### config.mk
export PLATFORM = sky130hd
export DESIGN_NAME = store_unit
export DESIGN_NICKNAME = d
export VERILOG_FILES = /design/src/rtl/store_unit.sv
export SDC_FILE = /design/constraint.sdc
export NUM_CORES = 1
export LEC_CHECK = 0
export CAP_MARGIN = 0
export CELL_PAD_IN_SITES_DETAIL_PLACEMENT = 1
export CELL_PAD_IN_SITES_GLOBAL_PLACEMENT = 1
export CORE_UTILIZATION = 30
export CTS_BUF_LIST = sky130_fd_sc_hd__clkbuf_16
export DETAILED_ROUTE_END_ITERATION = 12
export PLACE_DENSITY = 0.65
export SETUP_SLACK_MARGIN = 0.1
export SLEW_MARGIN = 20
export SYNTH_ARGS = -nofsm -noshare
export SYNTH_HDL_FRONTEND = slang
export SYNTH_SLANG_ARGS = --single-unit
### constraint.sdc
create_clock -name clk -period 5.6 [get_ports clk]
set_input_delay 0.56 -clock clk [delete_from_list [all_inputs] [get_ports clk]]
set_output_delay 0.56 -clock clk [all_outputs]
set_load 0.005 [all_outputs]
### src/rtl/store_unit.sv
// store_unit: data-memory write path of the CPU.
// Formats SB/SH/SW store requests into lane-positioned write data and byte
// strobes for a word-organised memory, splitting stores that cross a word
// boundary into two word-aligned beats.
//
// Ports:
//   clk, rst            rising-edge clock, asynchronous active-high reset
//   req_valid/req_ready CPU-side handshake
//   req_addr            byte address of the store
//   req_data            rs2 value (low bytes used)
//   req_funct3          000 SB, 001 SH, 010 SW; anything else is illegal
//   mem_valid/mem_ready memory-side handshake
//   mem_addr            word-aligned beat address
//   mem_wdata           lane-positioned write data, unused lanes zero
//   mem_wstrb           byte strobes, bit i = lane i
//   done                one-cycle pulse when a request finishes
//   err                 one-cycle pulse with done on a rejected request
module store_unit #(
  parameter bit ALLOW_MISALIGNED = 1'b1
) (
  input  logic        clk,
  input  logic        rst,
  input  logic        req_valid,
  output logic        req_ready,
  input  logic [31:0] req_addr,
  input  logic [31:0] req_data,
  input  logic [2:0]  req_funct3,
  output logic        mem_valid,
  input  logic        mem_ready,
  output logic [31:0] mem_addr,
  output logic [31:0] mem_wdata,
  output logic [3:0]  mem_wstrb,
  output logic        done,
  output logic        err
);

  typedef enum logic [1:0] {
    IDLE,
    BEAT0,
    BEAT1
  } state_t;

  state_t state, state_next;

  // Second-beat payload captured at accept, presented after beat0 handshakes.
  logic [31:0] beat1_addr;
  logic [31:0] beat1_data;
  logic [3:0]  beat1_strb;
  logic        beat1_needed;

  logic        accept;
  logic        legal;
  logic        reject;
  logic [1:0]  off;
  logic [3:0]  mask;
  logic [31:0] data_masked;
  logic [63:0] shifted_data;
  logic [7:0]  shifted_strb;
  logic        crossing;

  assign req_ready = (state == IDLE) && !rst;
  assign accept    = req_valid && req_ready;
  // mem_valid is a pure decode of the state register so that an async reset
  // drops it immediately.
  assign mem_valid = (state != IDLE);

  assign off = req_addr[1:0];

  always_comb begin
    mask        = '0;
    data_masked = '0;
    legal       = 1'b1;
    case (req_funct3)
      3'b000: begin
        mask        = 4'b0001;
        data_masked = {24'd0, req_data[7:0]};
      end
      3'b001: begin
        mask        = 4'b0011;
        data_masked = {16'd0, req_data[15:0]};
      end
      3'b010: begin
        mask        = 4'b1111;
        data_masked = req_data;
      end
      default: legal = 1'b0;
    endcase
  end

  assign shifted_data = {32'd0, data_masked} << {off, 3'b000};
  assign shifted_strb = {4'd0, mask} << off;
  assign crossing     = |shifted_strb[7:4];
  assign reject       = !legal || (crossing && !ALLOW_MISALIGNED);

  always_ff @(posedge clk or posedge rst) begin
    if (rst) state <= IDLE;
    else     state <= state_next;
  end

  always_comb begin
    state_next = state;
    case (state)
      IDLE:    if (accept && !reject) state_next = BEAT0;
      BEAT0:   if (mem_ready) state_next = beat1_needed ? BEAT1 : IDLE;
      BEAT1:   if (mem_ready) state_next = IDLE;
      default: state_next = IDLE;
    endcase
  end

  always_ff @(posedge clk or posedge rst) begin
    if (rst) begin
      mem_addr     <= '0;
      mem_wdata    <= '0;
      mem_wstrb    <= '0;
      done         <= 1'b0;
      err          <= 1'b0;
      beat1_addr   <= '0;
      beat1_data   <= '0;
      beat1_strb   <= '0;
      beat1_needed <= 1'b0;
    end else begin
      done <= 1'b0;
      err  <= 1'b0;
      case (state)
        IDLE: begin
          if (accept) begin
            if (reject) begin
              done <= 1'b1;
              err  <= 1'b1;
            end else begin
              mem_addr     <= {req_addr[31:2], 2'b00};
              mem_wdata    <= shifted_data[31:0];
              mem_wstrb    <= shifted_strb[3:0];
              beat1_addr   <= {req_addr[31:2], 2'b00} + 32'd4;
              beat1_data   <= shifted_data[63:32];
              beat1_strb   <= shifted_strb[7:4];
              beat1_needed <= crossing;
            end
          end
        end
        BEAT0: begin
          if (mem_ready) begin
            if (beat1_needed) begin
              mem_addr  <= beat1_addr;
              mem_wdata <= beat1_data;
              mem_wstrb <= beat1_strb;
            end else begin
              done <= 1'b1;
            end
          end
        end
        BEAT1: begin
          if (mem_ready) done <= 1'b1;
        end
        default: ;
      endcase
    end
  end

endmodule

==> impl_metrics.tcl <==
set metrics [dict create \
    irDropWorstVdd_mv 0.199 \
    die_area_mm2 0.0218 \
    share_seq_of_total_power_pct 39.4 \
    start_util_pct 31.1 \
    max_slew.worst_pin.slew_ns 1.08 \
    worst-path-max-fanout 60 \
    cts_root_buf "clkbuf_16" \
    min_period_over_period_pct 65.2 \
    slew_violations 0 \
    p_sw_share_pct 28.4 \
    ctsResizeCount 0 \
    hold_viol_final 0 \
    synthFlopType "dfrtp_1" \
    p_per_area_mw_per_mm2 377 \
    yosysTopAreaCell "dfrtp_1" \
    drt_iter0_drc 327 \
    cts_buffers 17 \
    combPwrFrac_pct 24.1 \
    synth_top_area_share_pct 50.3 \
    path_buf_inv 4 \
    p_int_uw 2320 \
    routed_wl_mm 22.2 \
    first_pass_iters 7 \
    power_frac_clock_pct 36.5 \
    syn2layout_area_growth_pct 34.8 \
    grt_max_degree 61 \
    setup_violations 0 \
    finalSetupTns_ns 0 \
    ys_seq_area_share_pct 50.3 \
    clock_latency_ns 0.42 \
    h-tree-depth 4 \
    rrSetupSlack_ns 2.75 \
    cp_cell_sequence "clkdlybuf4s50_1 > a21oi_1 > buf_4 > nand3_4 > buf_4 > and2_1 > buf_4 > a21oi_1 > a21oi_1" \
    postCtsSetupRepairBufs 0 \
    syn-instance-count 723 \
    utilization_pct 41.9 \
    min_path_type "reg2reg" \
    maxCapViolCount 0 \
    die_h_um 148 \
    syn-cell-area_mm2 0.00637 \
    cts.sinks 128 \
    rows 52 \
    cts_hold_buf 0 \
    run_status "finished, final reports clean" \
    final_cell_mix "nand2_1 (153), clkdlybuf4s50_1 (140), dfrtp_1 (128)" \
    start_kind "input pin" \
    core_mm2 0.0205 \
    wl_per_cell_um 19.8 \
    tritoncts "built" \
    p_switching_uw 919 \
    vias 5959 \
    timing.fmax_mhz 274 \
    slowest_delay_ns 0.90 \
    rsz0062_at_grt "false" \
    grt_pass1_wl_mm 35.9 \
    via_per_inst 5.32 \
    fin_crit_ns 3.65 \
    synth-edff-count 0 \
    final_antenna_net_count 0 \
    dp.cells 1088 \
    synth_cell_types 50 \
    gp_congestion 0.868 \
    chipWidth_um 148 \
    cp_slowest_cell "clkdlybuf4s50_1" \
    synthTopCellsByArea "dfrtp_1 (50%), nand2_1 (9.1%), o21ai_0 (5.5%)" \
    crit_type "in2reg" \
    synth.avg_cell_area_um2 8.81 \
    setup_ws_ns 1.95 \
    port_buffers 140 \
    dp_hpwl_mm 15.7 \
    ys_ff_latch 128 \
    ys_async_sr_fraction_pct 100 \
    required_ns 5.94 \
    top_level_ports 143 \
    grt.overflow.total 0 \
    antenna_cells 0 \
    drc 0 \
    cts_buffer_depth 2 \
    antenna_found_initial 0 \
    nNetsFinal 909 \
    grt_pass1_vias 6393 \
    crit_path_end_kind "register" \
    ys_warn_count 0 \
    drive_above_1_share_pct 6.59 \
    critPathTopFamily "buffers and inverters" \
    grt_usage_pct 21.3 \
    fin_cells 1120 \
    place_ws_ns 1.60 \
    worstPathArrival_ns 3.98 \
    final_common_cell "nand2_1" \
    clk_pin_slew_ns 0.06 \
    slew_headroom_pct 27.5 \
    leakage_uw 0.00358 \
    skew_ns 0.00731 \
]
Yosys cell counts (2+ instances only):
library cell,count
dfrtp_1,128
nand3_1,15
nand3_2,2
buf_4,4
nor2_1,68
buf_1,5
mux2i_1,8
and4_1,2
or3_1,3
xor2_1,22
nor3_1,8
a31oi_1,33
a21o_1,6
a221oi_1,13
o21ai_0,70
inv_1,4
buf_2,18
and3_1,5
clkbuf_1,29
a21oi_1,28
nor3_2,2
or2_2,2
o21ai_1,18
a22oi_1,7
and2_1,2
a22o_1,16
a221o_1,5
nand4_1,15
nand2b_1,4
a311o_1,3
xnor2_1,6
nand2_1,154
worst register-to-register path, delay by kind of cell (launching register included):
kind / cells / cell delay (ns)
DFF: 1 / 0.43
AOI/OAI and AO/OA: 2 / 0.46
and+or+nand+nor: 3 / 1.42
buffers and inverters: 1 / 0.47
through the flow:
stage | total power [uW] | cell area, um^2 | hold slack, ns
floorplan | 1580 | 6370 | 0.446
CTS | 3280 | 8580 | 0.480
detailed placement | 2090 | 7960 | 0.467
finish | 3240 | 8590 | 0.476
global route | 3410 | 8590 | 0.505
global placement | 2050 | 7960 | 0.459
layer usage:
layer,share of wire (%),track usage [%],vias up,wire length [um]
met5,0,0,-,0
met4,1.8,8.04,0,409
met3,3.6,3.33,29,811
met2,48,34.3,155,10800
met1,46,28.8,2997,10200
li1,-,-,2778,-
final timing paths:
check | from | endpoint | depth (start not counted)
max in group asynchronous | rst | beat1_addr[9] | 3
worst min-delay path | beat1_strb[2] | beat1_strb[2] | 1
worst min register to register | beat1_strb[2] | beat1_strb[2] | 1
worst max register to register | state[1] | mem_wstrb[3] | 6
min in group asynchronous | rst | done | 2
worst max-delay path | req_funct3[1] | mem_wdata[14] | 9
layout make-up:
cell class	instances	area, um^2
Clock inverter	15	193
Timing Repair Buffer	150	1480
Inverter	4	17.5
Multi-Input combinational cell	536	2930
Tap cell	270	338
Clock buffer	17	425
Sequential cell	128	3200
Fill cell	2363	11900
sequential cells by signal, summed over array words and instances, names as in the netlist:
signal	cells
mem_wstrb	4
err	1
beat1_addr	30
beat1_strb	3
mem_wdata	32
mem_addr	30
beat1_needed	1
beat1_data	24
done	1
state	2
kinds of logic (layout without fill, tap and decap cells):
group                      count (synthesis)  count (layout)  synth area share, %
DFF                                      128             128                 50.3
and+or+nand+nor                          292             292                 20.3
xor gates and xnor gates                  28              28                 3.85
other                                      1               2               0.0589
adders and majority gates                  1               1                0.196
muxes                                      9               9                 1.43
AOI/OAI and AO/OA                        204             204                 19.8
buffers and inverters                     60             186                 4.12
power by group through the flow:
stage | Sequential [uW] | Clock, uW | Combinational, uW
CTS | 1280 | 1200 | 795
global placement | 1290 | 0 | 768
floorplan | 1270 | 0 | 311
finish | 1280 | 1180 | 782
global route | 1310 | 1240 | 864
detailed placement | 1300 | 0 | 791
Note: power is estimated with default switching activity, not from simulation.
